`config.mk`:
```
export PLATFORM = sky130hd
export DESIGN_NAME = key_debounce
export DESIGN_NICKNAME = d
export VERILOG_FILES = /design/src/rtl/key_debounce.sv
export SDC_FILE = /design/constraint.sdc
export NUM_CORES = 1
export LEC_CHECK = 0
export CAP_MARGIN = 30
export CORE_MARGIN = 1.5
export CORE_UTILIZATION = 30
export CTS_CLUSTER_DIAMETER = 150
export DETAILED_ROUTE_END_ITERATION = 8
export HOLD_SLACK_MARGIN = 0.03
export PLACE_DENSITY_LB_ADDON = 0.12
export RECOVER_POWER = 50
export SLEW_MARGIN = 15
export SYNTH_ARGS = -nofsm -noshare
export SYNTH_HDL_FRONTEND = slang
export SYNTH_SLANG_ARGS = --single-unit
```
`constraint.sdc`:
```
create_clock -name Clk -period 5.2 [get_ports Clk]
set_input_delay 0.52 -clock Clk [delete_from_list [all_inputs] [get_ports Clk]]
set_output_delay 0.52 -clock Clk [all_outputs]
set_load 0.02 [all_outputs]
```
`src/rtl/key_debounce.sv`:
```
// Debounces a raw active-low key into a clean active-high pressed level.
// Also produces one-cycle press/release strobes and a wrapping press count.
//
// state     | meaning
// ----------|---------------------------------------------------
// IDLE      | released and stable; waiting for a falling edge
// PRESS_FLT | press seen; counting stable-low cycles
// DOWN      | pressed and stable; waiting for a rising edge
// REL_FLT   | release seen; counting stable-high cycles
module key_debounce #(
  parameter int unsigned DB_CYCLES = 1000000,
  parameter int unsigned CNT_W     = 20,
  parameter int unsigned PCNT_W    = 16
) (
  input  logic              Clk,
  input  logic              Rst_n,
  input  logic              Key_in,
  output logic              Key_out,
  output logic              Key_press,
  output logic              Key_release,
  output logic [PCNT_W-1:0] Press_cnt
);

  typedef enum logic [1:0] {
    IDLE      = 2'd0,
    PRESS_FLT = 2'd1,
    DOWN      = 2'd2,
    REL_FLT   = 2'd3
  } state_t;

  localparam logic [CNT_W-1:0] CNT_TC = CNT_W'(DB_CYCLES - 1);

  state_t              state_q, state_d;
  logic [CNT_W-1:0]    cnt_q, cnt_d;
  logic                s0_q, s0_d, s1_q, s1_d, s2_q, s2_d;
  logic                key_out_q, key_out_d;
  logic                key_press_q, key_press_d;
  logic                key_release_q, key_release_d;
  logic [PCNT_W-1:0]   press_cnt_q, press_cnt_d;
  logic                fall, rise;

  // Only the settled synchroniser taps feed the FSM.
  assign fall = s2_q & ~s1_q;
  assign rise = ~s2_q & s1_q;

  always_comb begin
    s0_d          = Key_in;
    s1_d          = s0_q;
    s2_d          = s1_q;
    state_d       = state_q;
    cnt_d         = cnt_q;
    key_out_d     = key_out_q;
    key_press_d   = 1'b0;
    key_release_d = 1'b0;
    press_cnt_d   = press_cnt_q;
    case (state_q)
      IDLE: begin
        cnt_d = '0;
        if (fall) state_d = PRESS_FLT;
      end
      PRESS_FLT: begin
        // An opposite edge wins over a simultaneous terminal count.
        if (rise) begin
          state_d = IDLE;
          cnt_d   = '0;
        end else if (cnt_q == CNT_TC) begin
          state_d     = DOWN;
          cnt_d       = '0;
          key_out_d   = 1'b1;
          key_press_d = 1'b1;
          press_cnt_d = press_cnt_q + PCNT_W'(1);
        end else begin
          cnt_d = cnt_q + CNT_W'(1);
        end
      end
      DOWN: begin
        cnt_d = '0;
        if (rise) state_d = REL_FLT;
      end
      REL_FLT: begin
        if (fall) begin
          state_d = DOWN;
          cnt_d   = '0;
        end else if (cnt_q == CNT_TC) begin
          state_d       = IDLE;
          cnt_d         = '0;
          key_out_d     = 1'b0;
          key_release_d = 1'b1;
        end else begin
          cnt_d = cnt_q + CNT_W'(1);
        end
      end
      default: begin
        state_d = IDLE;
        cnt_d   = '0;
      end
    endcase
  end

  // Synchroniser resets to released so a key held through reset is seen as a fall.
  always_ff @(posedge Clk or negedge Rst_n) begin
    if (!Rst_n) begin
      s0_q          <= 1'b1;
      s1_q          <= 1'b1;
      s2_q          <= 1'b1;
      state_q       <= IDLE;
      cnt_q         <= '0;
      key_out_q     <= 1'b0;
      key_press_q   <= 1'b0;
      key_release_q <= 1'b0;
      press_cnt_q   <= '0;
    end else begin
      s0_q          <= s0_d;
      s1_q          <= s1_d;
      s2_q          <= s2_d;
      state_q       <= state_d;
      cnt_q         <= cnt_d;
      key_out_q     <= key_out_d;
      key_press_q   <= key_press_d;
      key_release_q <= key_release_d;
      press_cnt_q   <= press_cnt_d;
    end
  end

  assign Key_out     = key_out_q;
  assign Key_press   = key_press_q;
  assign Key_release = key_release_q;
  assign Press_cnt   = press_cnt_q;

endmodule

```
==> results of run 1 <==
## through the flow
| stage | std cells | worst slack [ns] | power [W] | instance area (µm²) |
|---|---|---|---|---|
| after global routing | 291 | 2.39 | 0.000731 | 2430 |
| final | 291 | 2.77 | 0.000686 | 2430 |
| after floorplan | 186 | 3.19 | 0.000443 | 2040 |
| after detailed placement | 283 | 2.77 | 0.000473 | 2350 |
| after global placement | 282 | 2.79 | 0.000472 | 2330 |
| after CTS | 291 | 2.76 | 0.000702 | 2440 |
## cells in the final DEF (no fill, tap or decap), types with 5 or more instances in the layout
cell type and n:
inv_1 5, nand4_1 13, and4_1 5, dfrtp_1 41, clkbuf_8 6, nor2_1 27, clkdlybuf4s50_1 14, xnor2_1 20
dlygate4sd3_1 6, nand3_1 14, xor2_1 13, nand2_1 10
## final cells by class
class | instances | area (µm²) | area share (%)
Multi-Input combinational cell | 134 | 898 | 37.0
Tap cell | 77 | 96.3 | 3.97
Timing Repair Buffer | 23 | 215 | 8.87
Clock inverter | 2 | 10.0 | 0.413
Inverter | 5 | 18.8 | 0.774
Sequential cell | 44 | 1100 | 45.5
Clock buffer | 6 | 82.6 | 3.40
## kinds of logic (layout without fill, tap and decap cells)
| group | after synthesis | after routing | share of synthesized area, % |
|---|---|---|---|
| AND/OR/NAND/NOR | 88 | 88 | 24.6 |
| multiplexers | 1 | 1 | 0.551 |
| AO/OA/AOI/OAI | 10 | 10 | 3.49 |
| XOR/XNOR | 33 | 33 | 14.1 |
| flip-flops | 44 | 44 | 54.1 |
| adder cells (fa/ha/maj) | 2 | 2 | 1.22 |
| buffers and inverters | 8 | 36 | 1.96 |
## cell usage after synthesis
library cell / n / area share (%)
a211o_1: 1 / 0.43
a21oi_1: 2 / 0.49
a32o_1: 1 / 0.49
and3_1: 3 / 0.92
and3_2: 3 / 1.1
and4_1: 5 / 2.1
buf_2: 2 / 0.49
buf_6: 1 / 0.55
dfrtp_1: 41 / 50
dfstp_2: 3 / 3.9
ha_1: 2 / 1.2
inv_1: 5 / 0.92
mux2_2: 1 / 0.55
nand2_1: 10 / 1.8
nand3_1: 14 / 3.4
nand3_2: 1 / 0.49
nand4_1: 13 / 4.0
nor2_1: 27 / 5.0
nor2b_1: 1 / 0.31
nor3_1: 3 / 0.73
nor3_4: 1 / 0.80
nor4_4: 1 / 1.0
nor4b_1: 2 / 0.86
o211ai_1: 1 / 0.37
o21ai_0: 3 / 0.73
o21bai_1: 1 / 0.37
o31ai_2: 1 / 0.61
or2_4: 1 / 0.43
or2b_2: 1 / 0.43
or3_4: 1 / 0.55
or4_4: 1 / 0.55
xnor2_1: 20 / 8.6
xor2_1: 13 / 5.6
## layer usage
layer  GRT usage [%]  up-vias  wire, µm
li1                -      699         -
met4            3.52        0        24
met5               0        -         0
met3            3.46        2       153
met2            16.9       25      1720
met1            16.9      679      1980
## sequential cells by signal, indices dropped and copies added, names as in the netlist
name	count
Key_out	1
s1_q	1
cnt_q	20
Key_press	1
s0_q	1
s2_q	1
Key_release	1
state_q	2
Press_cnt	16
## report_power, final
group	internal, W	switching, W	total [W]
sequential	0.000359	0.0000198	0.000379
combinational	0.0000256	0.0000585	0.0000840
clock	0.000106	0.000117	0.000223
## path summary, 6_finish.rpt
| check | from | endpoint | slack, ns | depth (start not counted) |
|---|---|---|---|---|
| min in group Clk | s0_q | s1_q | 0.36 | 0 |
| min reg2reg | s0_q | s1_q | 0.36 | 0 |
| max reg2reg | cnt_q[0] | cnt_q[6] | 2.77 | 6 |
| max in group asynchronous | Rst_n | state_q[1] | 2.94 | 2 |
| min | Rst_n | Press_cnt[7] | 0.26 | 1 |
| max | cnt_q[0] | cnt_q[6] | 2.77 | 6 |
==> summary.md, run 1 <==
| Metric | Value |
|---|---|
| Area grow syn2layout | `18.7%` |
| Num Clock Sinks | `44` |
| Register area share after synthesis | `54.1%` |
| Max Cap Viol | `1` |
| Post-DP HPWL | `2.72 mm` |
| Failing checks | `design-rule violations, max-capacitance violations, max-slew violations` |
| Starting Density | `a little under a third` |
| Synth Instances | `around 190` |
| GRT Total Usage | `11.7%` |
| Slowest CP cell | `o21bai_1` |
| Largest net degree at the start of global routing | `32` |
| Worst path bufs/invs | `1` |
| Total leakage power | `1.04 nW` |
| Achievable Freq | `0.411 GHz` |
| Antenna viol nets, final | `0` |
| YS warnings | `0` |
| H-tree depth | `2` |
| Mapped cell area | `2040 µm²` |
| Vias/cell | `4.83` |
| Worst hold slack | `0.256 ns` |
| DRC violations left | `2` |
| Die Width | `85.5 µm` |
| Via count | `1405` |
| Post-CTS Hold Buffers | `0` |
| Post-Route WL | `a little under 4 mm` |
| Global-route wire length before repair | `6.66 mm` |
| Final setup vio count | `0` |
| CP top delay family | `simple AND/OR/NAND/NOR gates` |
| Final Hold Viols | `0` |
| Total CTS buffers | `5` |
| CP startpoint kind | `flip-flop` |
| Max IR drop VDD | `0.137 mV` |
| CP cell instances | `ha_1, nand2_1, or4_4, o21bai_1, buf_4, nor2_1` |
| Total global routing overflow | `0` |
| Max-slew violation count | `32` |
| Min Tclk post-route | `2.43 ns` |
| # fillers | `653` |
| Clock Pin Slew Worst Setup and Hold Paths | `0.09 ns` |
| I/O pin total | `22` |
| CP max FO | `11` |
| Clk_lat worst skew | `just under 0.3 ns` |
| Ant. Diodes | `0` |
| RSZ-0062 raised after global routing | `false` |
| Synthesized net count | `roughly 190` |
| Slowest cell delay on critical path | `0.64 ns` |
| DR pass1 iterations | `8` |
| Worst Tran Pin Value | `1.67 ns` |
| Unique cell type count in the Yosys netlist | `33` |
| Routed length per instance | `13.3 µm` |
| Clock Tree Buf Depth | `2` |
| Initial antenna violation count | `0` |
| Syn Area/Cell | `~11 µm²` |
| Die area | `7310 µm²` |
| Vias in the first global route | `approximately 1300` |
| Setup bufs post-CTS | `0` |
| Fin crit share | `approximately 47%` |
| Routability cong. | `about 0.73` |
| Clock root buffer | `clkbuf_8` |
| Seq cells post-synth | `44` |
| Setup total negative slack | `0 ns` |
| Clock skew | `0.00701 ns` |
| Core ar. | `6460 µm²` |
| Arrival @ worst endpoint | `2.62 ns` |
| Final net count | `218` |
| Pwr Density | `283 nW/µm²` |
| Fin util | `37.6%` |
| I/O Buffers | `21` |
| Status | `finished, violations left` |
| Share of cells above drive strength 1 | `~11%` |
| Rel. slew slack | `-11.5%` |
| Worst EP required | `5.38 ns` |
| Rows | `29` |
| Hold WC Path Type | `in -> async` |
| Worst setup path class | `reg -> reg` |
| TritonCTS clock tree | `done` |
| DR iter-0 viols | `between 60 and 70` |
| Crit path capture type | `flip-flop` |
| Post-CTS Resized | `0` |
| Die Y | `roughly 86 µm` |
No activity file was read; power rests on OpenSTA's default activity.
==> run 2: changes to the inputs <==
Clock period 5.2 ns to 2.3 ns, I/O delays scaled along.
==> summary.md, run 2 (synthesis gave the netlist of run 1 again) <==
| Metric | Value |
|---|---|
| Status | `finished, violations left` |
| Failing checks | `design-rule violations` |
| RR Startpoint | `cnt_q[0]` |
| Rel. slew slack | `26.7%` |
| CP max FO | `5` |
| GR Util met2 | `18.1%` |
| Setup bufs post-CTS | `0` |
| Vias in the first global route | `1378` |
| Clock Pin Slew Worst Setup and Hold Paths | `around 0.080 ns` |
| M3 GR Usage | `roughly 2.9%` |
| Clock skew | `0.00528 ns` |
| Critical Path Source | `cnt_q[0]` |
| Die Width | `85.5 µm` |
| TritonCTS clock tree | `done` |
| Max-slew violation count | `0` |
| Most common cell after layout, fill and taps aside | `dfrtp_1` |
| Rows | `29` |
| Worst Tran Pin Value | `between 1 and 1.5 ns` |
| Routed length per instance | `12.6 µm` |
| Pwr Density | `632 nW/µm²` |
| Hold WC Path Type | `in -> async` |
| Achievable Freq | `0.472 GHz` |
| Crit path capture type | `flip-flop` |
| Setup total negative slack | `0 ns` |
| Busiest layer in global routing | `met2` |
| RSZ-0062 raised after global routing | `false` |
| I/O Buffers | `21` |
| GRT Total Usage | `between 10% and 20%` |
| Max IR drop VDD | `0.306 mV` |
| Biggest register | `cnt_q` |
| Routability cong. | `0.810` |
| Worst EP required | `2.48 ns` |
| Post-DP HPWL | `2.55 mm` |
| Most frequent cells in the layout | `dfrtp_1 (41), nor2_1 (27), xnor2_1 (20)` |
| Min Tclk post-route | `2.12 ns` |
| Max reg flops | `20` |
| R2r endpoint | `Press_cnt[12]` |
| Worst setup path class | `reg -> reg` |
| Die area | `roughly 7300 µm²` |
| Post-Route WL | `3.73 mm` |
| I/O pin total | `22` |
| Fin crit share | `92.1%` |
| DR iter-0 viols | `47` |
| Max Cap Viol | `0` |
| Ant. Diodes | `0` |
| Final net count | `223` |
| Num Clock Sinks | `44` |
| Total CTS buffers | `5` |
| Arrival @ worst endpoint | `approximately 2.3 ns` |
| Via count | `between 1000 and 1500` |
| Clk_lat worst skew | `0.29 ns` |
| Initial antenna violation count | `0` |
| # fillers | `658` |
| Core ar. | `6460 µm²` |
| Met1 Track Usage GR | `14.9%` |
| Vias/cell | `roughly 4.8` |
| Starting Density | `31.6%` |
| Clock Tree Buf Depth | `2` |
| H-tree depth | `2` |
| Global-route wire length before repair | `~6.6 mm` |
| Total global routing overflow | `0` |
| Post-CTS Resized | `0` |
| Final Hold Viols | `0` |
| Total leakage power | `1.07 nW` |
| Clock root buffer | `clkbuf_8` |
| Worst R2R Setup Slack | `0.18 ns` |
| Fin util | `38.1%` |
| Post-CTS Hold Buffers | `0` |
| Area grow syn2layout | `20.6%` |
| CP startpoint kind | `flip-flop` |
| Cells on worst reg2reg path | `6` |
| Sequential Area | `1100 µm²` |
| Area of the multi-input gates | `898 µm²` |
| Largest net degree at the start of global routing | `between 40 and 50` |
| Die Y | `85.5 µm` |
| DRC violations left | `2` |
| DR pass1 iterations | `6` |
| Share of cells above drive strength 1 | `between 10% and 20%` |
| Antenna viol nets, final | `0` |
| Final setup vio count | `0` |
run 2: cell types whose count changed in the layout (fill, tap and decap cells not counted), sizes merged:
cell    delta
buf        +6
clkbuf     +1
clkinv     -2
run 2: metal layers:
layer,up-vias,share of wire [%]
met5,-,0
met4,0,1.8
met3,6,3.4
met2,18,44
met1,680,50
li1,713,-
run 2: power by group:
part	switching [W]	internal [W]	leakage, nW	total [W]
logic	0.000133	0.0000684	0.426	0.000201
registers	0.0000439	0.000812	0.598	0.000856
clock network	0.000255	0.000245	0.0455	0.000500
run 2: worst max-delay path: stages, from the launching register on:
cell	delay [ns]
dfrtp_1	0.41
ha_1	0.22
nand2_1	0.10
or4_4	0.58
nor4_4	0.40
nand4_1	0.16
xnor2_1	0.14
run 2: area by class of cell:
class | count | area share [%]
sequential | 44 | 44.8
timing repair buffer | 28 | 10.4
multi-input combinational | 134 | 36.5
clock buffer | 8 | 3.66
inverter | 5 | 0.762
tap | 77 | 3.91
run 2: stage by stage:
stage / cell area, µm² / setup slack [ns] / power (W) / hold WS (ns) / instances
floorplan: 2040 / 0.293 / 0.00100 / -0.0656 / 186
finish: 2460 / 0.182 / 0.00156 / 0.219 / 296
detailed placement: 2380 / 0.182 / 0.00108 / 0.348 / 288
CTS: 2470 / 0.165 / 0.00159 / 0.0328 / 296
global placement: 2380 / 0.209 / 0.00109 / 0.347 / 288
global route: 2460 / 0.00887 / 0.00166 / 0.324 / 296
run 2: worst max path at each step:
| stage | slack [ns] | cells past startpoint | to |
|---|---|---|---|
| after detailed placement | 0.18 | 6 | Press_cnt[12] |
| after CTS | 0.17 | 6 | Press_cnt[12] |
| after global placement | 0.21 | 6 | Press_cnt[12] |
| after floorplan | 0.29 | 5 | Key_out |
| final | 0.18 | 6 | Press_cnt[12] |
| after global routing | 0.009 | 6 | Press_cnt[12] |
==> RTL edit 1: new RTL, config.mk and constraints of run 2 <==
The parameter `CNT_W` goes from 20 to 16.
--- a/src/rtl/key_debounce.sv
+++ b/src/rtl/key_debounce.sv
@@ -9,7 +9,7 @@
 // REL_FLT   | release seen; counting stable-high cycles
 module key_debounce #(
   parameter int unsigned DB_CYCLES = 1000000,
-  parameter int unsigned CNT_W     = 20,
+  parameter int unsigned CNT_W     = 16,
   parameter int unsigned PCNT_W    = 16
 ) (
   input  logic              Clk,
Function: no difference found for any inputs over 10 cycles, from zero or initial values and one cycle with Rst_n low; that may be too few to reach the edited logic, so the function may still have changed.
==> RTL edit 1 against run 2 <==
Design area down 4.5%. Combinational power decreased by 6%. Core utilization decreased by 1.3 points. Sequential share of layout area shrank 2.1 points. Worst setup slack gained 0.12 ns. Count of clock-buffer cells in the layout down 2. Global-route usage up 1.1 points. Sequential cell count decreased by 4. Clock power barely moved. Wire length rose by 9.2%. Non-clock buffer count is 4 lower. Synthesized area decreased by 2.9%. Total power fell by 4.5%.
==> RTL edit 1: results (changes against run 2) <==
- Max IR drop VDD: 0.000449 V (was 0.000306 V)
- R2R cell count: 5 (was 6)
- Sequential power share: 0.537 (was 0.550)
- Share of cells above drive strength 1: 0.123 (was 0.128)
- Routability congestion estimate from global placement: 0.785 (was 0.810)
- Result of the run: finished clean (was finished with violations)
- M3 GR Usage: 0.0354 (was 0.0289)
- Routed len/inst: 14.2 um (was 12.6 um)
- Worst Setup EP: Press_cnt[15]$_DFFE_PN0P_ (was Press_cnt[12]$_DFFE_PN0P_)
- Initial drt markers: 60 (was 47)
- Metal1 wirelength: 1870 um (was 1880 um)
- Worst Hold Class: reg2reg (was in2async)
- Synth area leaders: dfrtp_1, xor2_1, dfstp_2 (was dfrtp_1, xnor2_1, xor2_1)
- Mapped Nets: 193 (was 191)
- Reg2reg setup slack: 0.30 ns (was 0.18 ns)
- Crit-path max FO: 13 (was 5)
- Pin count of the biggest net entering global routing: 41 (was 45)
- Slew HR: 0.482 (was 0.267)
- Hold_ws: 0.368 ns (was 0.219 ns)
- All-Layer GR Usage: 0.125 (was 0.114)
- Commonest cells post-synth: dfrtp_1, xor2_1, nor2_1 (was dfrtp_1, nor2_1, xnor2_1)
- Hpwl dp: 2820 um (was 2550 um)
- Vias in the first global route: 1,474 (was 1,378)
- Sw Ratio: 0.291 (was 0.277)
- Routed wl met2: 2020 um (was 1660 um)
- DRT Pass-1 Iters: 4 (was 6)
- Fillers: 643 (was 658)
- Nets: 215 (was 223)
- Slowest CP cell: nor4_1 (was or4_4)
- Yosys cell types: 41 (was 33)
- First-pass GRT wire length: 7070 um (was 6560 um)
- Detailed-route via count: 1,424 (was 1,417)
- Global routing usage on met1: 0.153 (was 0.149)
- Met3 wire length: 138 um (was 127 um)
## RTL edit 1: cell count changes in the layout (fill, tap and decap cells not counted), sizes merged, moves of 3 or more
| cell | before | now |
|---|---|---|
| xnor2 | 20 | 7 |
| nor2 | 27 | 17 |
| nor4 | 1 | 10 |
| a21oi | 2 | 8 |
| buf | 7 | 1 |
| nand4 | 13 | 7 |
| xor2 | 13 | 18 |
| dfrtp | 41 | 37 |
| nand2 | 10 | 14 |
| nand2b | 0 | 3 |
| nand3 | 15 | 12 |
| or3 | 1 | 4 |
## RTL edit 1: cell families (layout without fill, tap and decap cells)
logic type / after synthesis / in the layout / share of synthesized area
AO/OA/AOI/OAI: 16 / 16 / 0.0473
XOR/XNOR: 25 / 25 / 0.110
adder cells (fa/ha/maj): 2 / 2 / 0.0126
buffers and inverters: 14 / 37 / 0.0353
flip-flops: 40 / 40 / 0.507
multiplexers: 2 / 2 / 0.0114
AND/OR/NAND/NOR: 89 / 89 / 0.276
## RTL edit 1: layout make-up
class | count | share of cell area
well taps | 77 | 0.0410
inverters | 5 | 0.00798
clock inverters | 2 | 0.00638
flip-flops and latches | 40 | 0.427
clock buffers | 6 | 0.0351
multi-input cells | 134 | 0.386
repair buffers | 24 | 0.0963
## RTL edit 1: metrics by stage
stage / cells / setup WS (ns) / cell area [um^2] / util / total power, mW
detailed placement: 278 / 0.297 / 2240 / 0.351 / 1.00
CTS: 286 / 0.273 / 2340 / 0.366 / 1.52
global placement: 278 / 0.405 / 2240 / 0.351 / 0.992
finish: 288 / 0.297 / 2350 / 0.368 / 1.49
global route: 288 / 0.0408 / 2350 / 0.368 / 1.58
floorplan: 188 / 0.536 / 1980 / - / 0.953
## RTL edit 1: repair_timing
item | in CTS | in global routing
hold buffers | 0 | 1
endpoints found under the hold margin | 0 | 9
endpoints found under the setup margin | 0 | 0
==> RTL edit 2: new RTL, settings of run 2 <==
Without the edit above. Add an input register stage for `Key_in`; this delays it by one clock.
--- a/src/rtl/key_debounce.sv
+++ b/src/rtl/key_debounce.sv
@@ -30,6 +30,12 @@
 
   localparam logic [CNT_W-1:0] CNT_TC = CNT_W'(DB_CYCLES - 1);
 
+  logic Key_q;
+
+  always_ff @(posedge Clk) begin
+    Key_q <= Key_in;
+  end
+
   state_t              state_q, state_d;
   logic [CNT_W-1:0]    cnt_q, cnt_d;
   logic                s0_q, s0_d, s1_q, s1_d, s2_q, s2_d;
@@ -44,7 +50,7 @@
   assign rise = ~s2_q & s1_q;
 
   always_comb begin
-    s0_d          = Key_in;
+    s0_d          = Key_q;
     s1_d          = s0_q;
     s2_d          = s1_q;
     state_d       = state_q;
Behaviour: no difference found for any inputs over 10 cycles, from zero or initial values and one cycle with Rst_n low; that may be too few to reach the edited logic, so the function may still have changed.
==> RTL edit 2 against run 2 <==
Worst setup slack better by 0.017 ns. Synthesized cell count rose by 0.54%. Total power increased by 1.7%. Sequential share of layout area shrank 0.27 points. Sequential cell count up 1. First-iteration DRC count decreased by 32%. Synthesized area increased by 0.98%. Sequential power rose by 2%. Via count decreased by 0.49%. Wire length is 3.7% higher. Design area is 2.4% higher.
==> RTL edit 2: results (changes against run 2) <==
- Vias/cell: 4.68 (was 4.79)
- Result of the run: finished clean (was finished with violations)
- First-pass GRT wire length: 6830 um (was 6560 um)
- Nets: 225 (was 223)
- Slowest CP cell: or4_4 (unchanged)
- CP arrival: 2.28 ns (was 2.30 ns)
- Share of cells above drive strength 1: 0.122 (was 0.128)
- Synth area leaders: dfrtp_1, xnor2_1, xor2_1 (unchanged)
- CTS root buf: clkbuf_8 (unchanged)
- Asr flop ratio synth: 0.978 (was 1.00)
- Max IR drop VDD: 0.000297 V (was 0.000306 V)
- Yosys warns: 0 (unchanged)
- Register area: 1120 um^2 (was 1100 um^2)
- Pin count of the biggest net entering global routing: 24 (was 45)
- Worst Setup Slack post-DPL: 0.195 ns (was 0.182 ns)
- Routability congestion estimate from global placement: 0.699 (was 0.810)
- Max Root-Sink Buffers: 2 (unchanged)
- Yosys cell types: 34 (was 33)
- DP Area: 2420 um^2 (was 2380 um^2)
- Vias in the first global route: 1,415 (was 1,378)
- Hpwl dp: 2710 um (was 2550 um)
- IO Port Bufs: 21 (unchanged)
- Static leakage: 1.09 nW (was 1.07 nW)
- Mapped Nets: 192 (was 191)
- Crit-path max FO: 12 (was 5)
- Worst-Margin Slew: 1.31 ns (was 1.10 ns)
- Ant. Diodes: 0 (unchanged)
- Post-synthesis sequential area ratio: 0.545 (was 0.541)
- All-Layer GR Usage: 0.118 (was 0.114)
- Initial drt markers: 32 (was 47)
- Max Clock Skew: 0.0114 ns (was 0.00528 ns)
- DRT Pass-1 Iters: 4 (was 6)
- Most flops, register: cnt_q (unchanged)
- Worst Hold Class: reg2reg (was in2async)
- Routed len/inst: 12.9 um (was 12.6 um)
- Fillers: 677 (was 658)
==> RTL edit 2: layout make-up <==
type | instances | area share
multi-input cells | 134 | 0.356
flip-flops and latches | 45 | 0.446
inverters | 5 | 0.00744
well taps | 80 | 0.0397
repair buffers | 29 | 0.116
clock buffers | 8 | 0.0357
==> RTL edit 2: logic make-up (layout without fill, tap and decap cells) <==
| kind of cell | count (synthesis) | in the layout | synth area share |
|---|---|---|---|
| AOI/OAI and AO/OA | 10 | 10 | 0.0346 |
| xor gates and xnor gates | 33 | 33 | 0.140 |
| adders and majority gates | 2 | 2 | 0.0121 |
| buffers and inverters | 8 | 42 | 0.0194 |
| DFF | 45 | 45 | 0.545 |
| muxes | 1 | 1 | 0.00546 |
| and+or+nand+nor | 88 | 88 | 0.243 |
==> RTL edit 2: through the flow <==
step	std cells	total power, mW
final	301	1.58
after global routing	301	1.67
after CTS	301	1.62
after detailed placement	292	1.10
after global placement	292	1.10
after floorplan	187	1.02
==> RTL edit 2: worst paths after layout <==
kind / from / end / slack (ns) / depth (start not counted)
max: cnt_q[0]$_DFF_PN0_ / Press_cnt[1]$_DFFE_PN0P_ / 0.20 / 6
min: Key_q$_DFF_P_ / s0_q$_DFF_PN1_ / 0.30 / 0
max reg2reg: cnt_q[0]$_DFF_PN0_ / Press_cnt[1]$_DFFE_PN0P_ / 0.20 / 6
min reg2reg: Key_q$_DFF_P_ / s0_q$_DFF_PN1_ / 0.30 / 0
max in group asynchronous: Rst_n / cnt_q[4]$_DFF_PN0_ / 0.78 / 2
min in group asynchronous: Rst_n / Press_cnt[7]$_DFFE_PN0P_ / 0.74 / 2
==> RTL edit 2: power by group <==
group / internal (mW) / switching, mW / total, mW
Combinational: 0.0718 / 0.137 / 0.208
Clock: 0.246 / 0.260 / 0.505
Sequential: 0.829 / 0.0419 / 0.871
Total: 1.15 / 0.438 / 1.58
==> RTL edit 2: routing by layer <==
layer  track usage  wire length (um)  vias up
met4        0.0440                29        0
met2         0.177              1750       20
met5             0                 0        -
met3        0.0308               125        2
met1         0.164              1970      676
li1              -                 -      712
==> RTL edit 2: worst register-to-register path, stage by stage, from the launching register on <==
cell and delay, ns:
dfrtp_1 0.40, ha_1 0.22, nand2_1 0.09, or4_4 0.58, nor3_4 0.22, buf_12 0.15
mux2_2 0.33
==> RTL edit 2: timing repair <==
action                     in CTS  in global routing
buffers inserted                0                  0
hold buffers                    1                  0
setup endpoints to repair       0                  0
hold endpoints to repair       18                  0
